$ cat src/rtl/memory_stage.sv
// rtl/memory_stage.sv - MEM pipeline stage with variable-latency memory handshake (optional MEM_ALIGN_CHECK_EN)
//
// Drives one data-memory request per instruction, holds the request stable
// while the memory is not ready, stalls upstream for the duration and
// registers the results into the MEM/WB pipeline register.
// Define MEM_ALIGN_CHECK_EN to treat odd addresses as a fatal misaligned access.

module memory_stage #(
  parameter int TIMEOUT_CYCLES = 15
) (
  input  logic        clk,
  input  logic        rst,
  input  logic [15:0] aluOut,
  input  logic [15:0] reg2Data,
  input  logic [15:0] setVal,
  input  logic [15:0] nextPc,
  input  logic        memEn,
  input  logic        memWrt,
  input  logic        regWrt,
  input  logic [2:0]  regWrtSrc,
  input  logic [2:0]  writeReg,
  input  logic        halt,
  input  logic        errIn,
  output logic        memReq,
  output logic        memWr,
  output logic [15:0] memAddr,
  output logic [15:0] memWrData,
  input  logic [15:0] memRdData,
  input  logic        memReady,
  output logic        stall,
  output logic [15:0] readDataOut,
  output logic [15:0] aluOutOut,
  output logic [15:0] setValOut,
  output logic [15:0] nextPcOut,
  output logic        regWrtOut,
  output logic        haltOut,
  output logic        err,
  output logic [2:0]  regWrtSrcOut,
  output logic [2:0]  writeRegOut
);

  typedef enum logic [1:0] {
    S_IDLE = 2'd0,
    S_WAIT = 2'd1,
    S_HALT = 2'd2,
    S_ERR  = 2'd3
  } state_t;

  localparam logic [7:0] TIMEOUT_LIM = 8'(TIMEOUT_CYCLES);

  state_t      state, nState;
  logic [7:0]  waitCnt, nWaitCnt;

  // Holding registers: the instruction that is waiting on memory
  logic [15:0] hAddr, hData, hSetVal, hNextPc;
  logic        hWr, hRegWrt, hHalt;
  logic [2:0]  hRegWrtSrc, hWriteReg;
  logic        captureHold;

  // Next values of the MEM/WB register
  logic [15:0] nReadData, nAluOut, nSetVal, nNextPc;
  logic        nRegWrt, nHalt;
  logic [2:0]  nRegWrtSrc, nWriteReg;
  logic        internalErr;
  logic        misaligned;

`ifdef MEM_ALIGN_CHECK_EN
  assign misaligned = memEn & aluOut[0];
`else
  assign misaligned = 1'b0;
`endif

  // Next-state, memory request, stall and MEM/WB next values
  always_comb begin
    nState      = state;
    nWaitCnt    = waitCnt;
    memReq      = 1'b0;
    memWr       = 1'b0;
    memAddr     = 16'h0000;
    memWrData   = 16'h0000;
    stall       = 1'b0;
    captureHold = 1'b0;
    internalErr = 1'b0;
    // Default MEM/WB update is a bubble: data held, control cleared
    nReadData   = readDataOut;
    nAluOut     = aluOutOut;
    nSetVal     = setValOut;
    nNextPc     = nextPcOut;
    nRegWrtSrc  = regWrtSrcOut;
    nWriteReg   = writeRegOut;
    nRegWrt     = 1'b0;
    nHalt       = 1'b0;

    case (state)
      S_IDLE: begin
        if (misaligned) begin
          internalErr = 1'b1;
          nHalt       = 1'b1;
          nState      = S_ERR;
        end else begin
          if (memEn) begin
            memReq    = 1'b1;
            memWr     = memWrt;
            memAddr   = aluOut;
            memWrData = reg2Data;
          end
          if (!memEn || memReady) begin
            nAluOut    = aluOut;
            nSetVal    = setVal;
            nNextPc    = nextPc;
            nRegWrt    = regWrt;
            nRegWrtSrc = regWrtSrc;
            nWriteReg  = writeReg;
            nHalt      = halt;
            nReadData  = (memEn && !memWrt) ? memRdData : 16'h0000;
            if (halt) nState = S_HALT;
          end else begin
            // Request not accepted this cycle: park the instruction
            stall       = 1'b1;
            captureHold = 1'b1;
            nWaitCnt    = 8'd1;
            nState      = S_WAIT;
          end
        end
      end

      S_WAIT: begin
        memReq    = 1'b1;
        memWr     = hWr;
        memAddr   = hAddr;
        memWrData = hData;
        if (memReady) begin
          nAluOut    = hAddr;
          nSetVal    = hSetVal;
          nNextPc    = hNextPc;
          nRegWrt    = hRegWrt;
          nRegWrtSrc = hRegWrtSrc;
          nWriteReg  = hWriteReg;
          nHalt      = hHalt;
          nReadData  = hWr ? 16'h0000 : memRdData;
          nState     = hHalt ? S_HALT : S_IDLE;
        end else begin
          stall = 1'b1;
          if (waitCnt == TIMEOUT_LIM) begin
            internalErr = 1'b1;
            nHalt       = 1'b1;
            nState      = S_ERR;
          end else begin
            nWaitCnt = waitCnt + 8'd1;
          end
        end
      end

      S_HALT: begin
        nHalt = 1'b1;
      end

      S_ERR: begin
        nHalt = 1'b1;
      end

      default: begin
        nState = S_IDLE;
      end
    endcase
  end

  // State and wait counter
  always_ff @(posedge clk or posedge rst) begin
    if (rst) begin
      state   <= S_IDLE;
      waitCnt <= 8'd0;
    end else begin
      state   <= nState;
      waitCnt <= nWaitCnt;
    end
  end

  // Holding registers capture the instruction when it must wait
  always_ff @(posedge clk or posedge rst) begin
    if (rst) begin
      hAddr      <= 16'h0000;
      hData      <= 16'h0000;
      hSetVal    <= 16'h0000;
      hNextPc    <= 16'h0000;
      hWr        <= 1'b0;
      hRegWrt    <= 1'b0;
      hHalt      <= 1'b0;
      hRegWrtSrc <= 3'd0;
      hWriteReg  <= 3'd0;
    end else if (captureHold) begin
      hAddr      <= aluOut;
      hData      <= reg2Data;
      hSetVal    <= setVal;
      hNextPc    <= nextPc;
      hWr        <= memWrt;
      hRegWrt    <= regWrt;
      hHalt      <= halt;
      hRegWrtSrc <= regWrtSrc;
      hWriteReg  <= writeReg;
    end
  end

  // MEM/WB pipeline register and sticky error
  always_ff @(posedge clk or posedge rst) begin
    if (rst) begin
      readDataOut  <= 16'h0000;
      aluOutOut    <= 16'h0000;
      setValOut    <= 16'h0000;
      nextPcOut    <= 16'h0000;
      regWrtOut    <= 1'b0;
      haltOut      <= 1'b0;
      regWrtSrcOut <= 3'd0;
      writeRegOut  <= 3'd0;
      err          <= 1'b0;
    end else begin
      readDataOut  <= nReadData;
      aluOutOut    <= nAluOut;
      setValOut    <= nSetVal;
      nextPcOut    <= nNextPc;
      regWrtOut    <= nRegWrt;
      haltOut      <= nHalt;
      regWrtSrcOut <= nRegWrtSrc;
      writeRegOut  <= nWriteReg;
      err          <= err | errIn | internalErr;
    end
  end

endmodule

$ cat config.mk
export PLATFORM = sky130hd
export DESIGN_NAME = memory_stage
export DESIGN_NICKNAME = d
export VERILOG_FILES = /design/src/rtl/memory_stage.sv
export SDC_FILE = /design/constraint.sdc
export NUM_CORES = 1
export LEC_CHECK = 0
export BUFFER_PORTS_ARGS = -buffer_cell sky130_fd_sc_hd__buf_2
export CORE_UTILIZATION = 55
export DETAILED_ROUTE_END_ITERATION = 6
export HOLD_SLACK_MARGIN = 0.02
export PLACE_DENSITY = 0.89
export REMOVE_ABC_BUFFERS = 1
export SLEW_MARGIN = 20
export SYNTH_ARGS = -nofsm -noshare
export SYNTH_HDL_FRONTEND = slang
export SYNTH_SLANG_ARGS = --single-unit
$ cat constraint.sdc
create_clock -name clk -period 9.1 [get_ports clk]
set_input_delay 1.365 -clock clk [delete_from_list [all_inputs] [get_ports clk]]
set_output_delay 1.365 -clock clk [all_outputs]
set_load 0.03 [all_outputs]
* Word level (Yosys, flattened, before mapping)
Cells that the tools add are included.
** Cells by class
- Order comparisons :: 0
- Multipliers :: 0
- Equal/unequal tests :: 11
- Add/subtract/negate cells :: 1
- Reduce and logical (&&, ||, !) cells :: 10
- Muxes and demuxes :: 51
- Shift operators :: 0
- Bitwise gates (word level) :: 2
- Divide/modulo/power cells :: 0
** Operator list (number)
- 16-bit two-way mux :: 12
- 16-bit case mux with 2 select lines :: 6
- 8-bit two-way mux :: 3
- 8-bit case mux with 2 select lines :: 1
- 1-bit two-way mux :: 12
- 3-bit two-way mux :: 4
- 3-bit case mux with 2 select lines :: 2
- 2-bit two-way mux :: 5
- 2-bit inequality test, second input constant :: 5
- 8-bit by 1-bit adder with 8-bit output, second input constant :: 1
- 8-bit by 4-bit == test with 1-bit output, second input constant :: 1
- 1-bit case mux with 2 select lines :: 4
- 3-bit inequality test, second input constant :: 2
- 3-bit AND reduction :: 2
- 2-bit == test, second input constant :: 2
- 2-bit case mux with 2 select lines :: 1
- 4-bit AND reduction :: 1
- 1-bit case mux with 3 select lines :: 1
- 2-bit by 1-bit == test with 1-bit output, second input constant :: 1
- 1-bit logical NOT :: 2
- 2-bit logical NOT :: 1
- 1-bit OR :: 2
- 2-bit nonzero test :: 1
- 2-bit OR reduction :: 1
- other kinds (2) :: 2
** Storage, ports and cells
- Register bits :: 156
- Latch bits :: 0
- Memory bits (read-only) :: 0
- RAM bits :: 0
- Memories kept :: 0
- Input bits :: 94
- Word-level logic and storage cells :: 95
- Output and inout bits :: 108

* Depth between registers and ports, before layout
- Depth after elaboration :: 5
- Mapped depth :: 8
- Depth with buffers taken out :: 5

* Least setup slack after synthesis
Ideal clock, no wire load.
- Path type :: input port to output port
- Start :: input port memEn
- End :: output port stall
- Stages on the path :: 4
- Data arrival time :: 2.509 ns
- Slack :: 5.226 ns
- Buffers on the path :: 1
- Required time :: 7.735 ns
- Path through :: and3_1 -> clkbuf_1 -> or2_1 -> nor2b_1
** On the way
- Cells in the longest elaborated chain, start to end :: 4
** Ends and longest elaborated chain
- start, declared :: RTL line 17 : input logic memEn,
- 1-bit logical NOT :: RTL line 107 : if (!memEn || memReady) begin
- 1-bit logical OR :: RTL line 107
- 1-bit two-way mux :: RTL line 107
- 1-bit case mux with 2 select lines :: RTL line 94 : case (state)
- end, declared :: RTL line 30 : output logic stall,
No other way between the ends.

* Worst setup path in the final report
- Start :: register state[0]
- End :: output port stall
** On the way
- Cells in the longest elaborated chain, start to end :: 2
- Elaborated cells between the ends (all ways) :: 3
- Classes of those cells :: eq/ne (1); mux (1); reduce/logical (1)
** Ends and longest elaborated chain
- start, declared :: RTL line 51 : state_t state, nState;
- start signal, assigned :: RTL line 174 : state <= nState;
- 2-bit by 1-bit == test with 1-bit output or 2-bit logical NOT (tied branches) :: RTL line 94
- 1-bit case mux with 2 select lines (*) :: RTL line 94
Every way passes the cells marked *; elsewhere a longest branch is shown, timed or not.

==> flow_summary.ini <==
[route]
viasPerCell = 5.36
vias = 5675
drc = 0
wire_per_inst_microns = 14.9
wirelength_mm = 15.8
drtPass1Iterations = 7
detail-route-antenna-nets = 0
drt_iter0_drc = 348

[yosys]
synth_edf_count = 0
synth_top_area_frac = 0.567
synthTopCellsByArea = dfrtp_1 57%, nand2_1 15%, mux2i_1 7.8%
ys_seq_area_frac = 0.567
synth_warnings = 0
synth_cell_types = 42
synthArstFlopShare = 1.00
ys_ff_latch = 156
netlist_instances = 700
netlist_area_sq_um = 6890
yosysTopAreaCell = dfrtp_1
yosysMostFrequentCell = nand2_1
avgSynthCellArea_sq_um = 9.84
synth_common_cells = 279 x nand2_1, 156 x dfrtp_1, 57 x o21ai_0
yosys_most_used_dff = dfrtp_1

[clock_tree]
cts_setup_buffers = 0
htree_levels = 4
clock_sinks = 156
clk_latency_ns = 0.42
ctsResizeCount = 0
cts_buffers = 17
cts_hold_buf = 0
clk_pin_slew_ns = 0.06
root_buffer = clkbuf_16
cts_tree = built
cts_max_path_buffers = 2

[worst_setup_path]
path_buf_inv = 2
r2r.worst_path.cells = 5
cp.arrival_ns = 2.92
timing_worst_setup_path_type = flip-flop to output pin
crit_fanout = 70
slowest_delay_ns = 0.82
required_ns = 7.74
slowest_stage = buf_4
crit_chain = nor2b_4, buf_4, or2_1, nor2b_1, buf_2
cpLargestDelayFamily = buffers and inverters
end_kind = output pin
timing.rr.start = state[0]
ff2ff_setup_slack_ns = 6.33
r2r-end = readDataOut[9]
start_kind = flip-flop

[status]
status = completed

[sta]
finalClockSkew_ns = 0.00701
drv_slew = 0
fmax_mhz = 233
setup_violations = 0
min_period_ns = 4.29
fin_setup_tns_ns = 0
finalHoldViolations = 0
period_share = 0.471
worst_pin_slew_ns = 1.03
hold_ws_ns = 0.471
grt_setup_unrepaired = false
slew_headroom = 0.312

[grt]
grt_pass1_wl_mm = 25.8
gr-total-overflow = 0
grt_pass1_vias = 5245
grt_max_degree = 81
grt_usage = 0.256
antenna_found_initial = 0

[die]
die_area_sq_um = 13000
io_pins = 202
dieWidth_microns = 114
die_height_microns = 114
start_util = 0.569
core_sq_um = 12100
rows = 40

[pwr]
ir_worst_vdd_uv = 147
p_sw_frac = 0.315
p_sw_uw = 620
clockPowerShare = 0.335
leakage_uw = 0.00455
seqPwrFrac = 0.456
combPwrFrac = 0.208
p_int_uw = 1350
powerDensity_nw_per_um2 = 232

[worst_hold_path]
min_from = hNextPc[8]
min_path_type = flip-flop to flip-flop
min_to = hNextPc[8]
holdPathStages = 2

[placement]
io_buffers = 201
placed_area_sq_um = 7910
hpwl_mm = 10.2
globalplace.congestion = 0.773

[finish]
drive_above_1_share = 0.278
multiInputGateArea_sq_um = 2720
nFillCells = 972
final_area_sq_um = 8490
num_antenna_cells = 0
area_delta_synth_final_pct = 23.3
final_core_util = 0.701
seq_area_sq_um = 3900
fin_nets = 975

[job]
maxCapViolCount = 0
-- power groups by stage --
stage / clock network, uW / registers, uW / logic, uW
after floorplan: 0 / 1050 / 113
after global placement: 0 / 901 / 398
after detailed placement: 0 / 907 / 410
after CTS: 671 / 898 / 413
after global routing: 704 / 913 / 447
final: 660 / 898 / 410
-- layer usage --
metal | vias up | track usage | wire [microns]
li1 | 2706 | - | -
met1 | 2737 | 0.335 | 6810
met2 | 201 | 0.414 | 7650
met3 | 31 | 0.0691 | 1050
met4 | 0 | 0.0909 | 285
met5 | - | 0 | 0
-- cell families after synthesis --
logic type	synth area share
AO/OA/AOI/OAI	0.125
buffers and inverters	0.0416
adder cells (fa/ha/maj)	0.00182
AND/OR/NAND/NOR	0.181
multiplexers	0.0801
XOR/XNOR	0.00382
flip-flops	0.567
-- worst reg2reg max path: stages, from the launching register on --
cell and delay (ns):
dfrtp_1 0.51, nor2_1 0.13, o21ai_4 0.80, buf_4 0.74
a21oi_4 0.23, a22o_1 0.25
-- final cells by class --
| class | count | area share |
|---|---|---|
| Sequential cell | 156 | 0.460 |
| Multi-Input combinational cell | 493 | 0.320 |
| Timing Repair Buffer | 209 | 0.128 |
| Clock buffer | 23 | 0.0575 |
| Tap cell | 168 | 0.0248 |
| Clock inverter | 7 | 0.00767 |
| Inverter | 3 | 0.00192 |
-- flip-flops by register name (all words and copies together), names as in the netlist, 2 cells and up --
register,flops
aluOutOut,16
hAddr,16
hData,16
hNextPc,16
hRegWrtSrc,3
hSetVal,16
hWriteReg,3
nextPcOut,16
readDataOut,16
regWrtSrcOut,3
setValOut,16
state,2
waitCnt,8
writeRegOut,3
-- cell usage in the layout (no fill, tap or decap), types with 6 or more instances in the layout --
master,count
a22o_1,52
buf_2,201
buf_4,7
clkbuf_16,17
dfrtp_1,156
mux2i_1,54
nand2_1,279
nand3_1,6
o21ai_0,57
-- how the worst max path moves through the flow --
| stage | startpoint | endpoint | slack (ns) | depth (start not counted) |
|---|---|---|---|---|
| global route | state[0] | stall | 4.70 | 5 |
| CTS | state[0] | stall | 4.82 | 5 |
| finish | state[0] | stall | 4.81 | 5 |
| global placement | memEn | stall | 5.11 | 6 |
| detailed placement | memEn | stall | 5.03 | 6 |
| floorplan | state[0] | stall | 2.07 | 3 |
-- metrics by stage --
step / worst slack, ns / instances / total power, uW
6_report: 4.81 / 1059 / 1970
3_5_place_dp: 5.03 / 1028 / 1320
2_1_floorplan: 2.07 / 652 / 1160
3_3_place_gp: 5.11 / 1028 / 1300
4_1_cts: 4.82 / 1058 / 1980
5_1_grt: 4.70 / 1059 / 2060
Note: power is estimated with default switching activity, not from simulation.
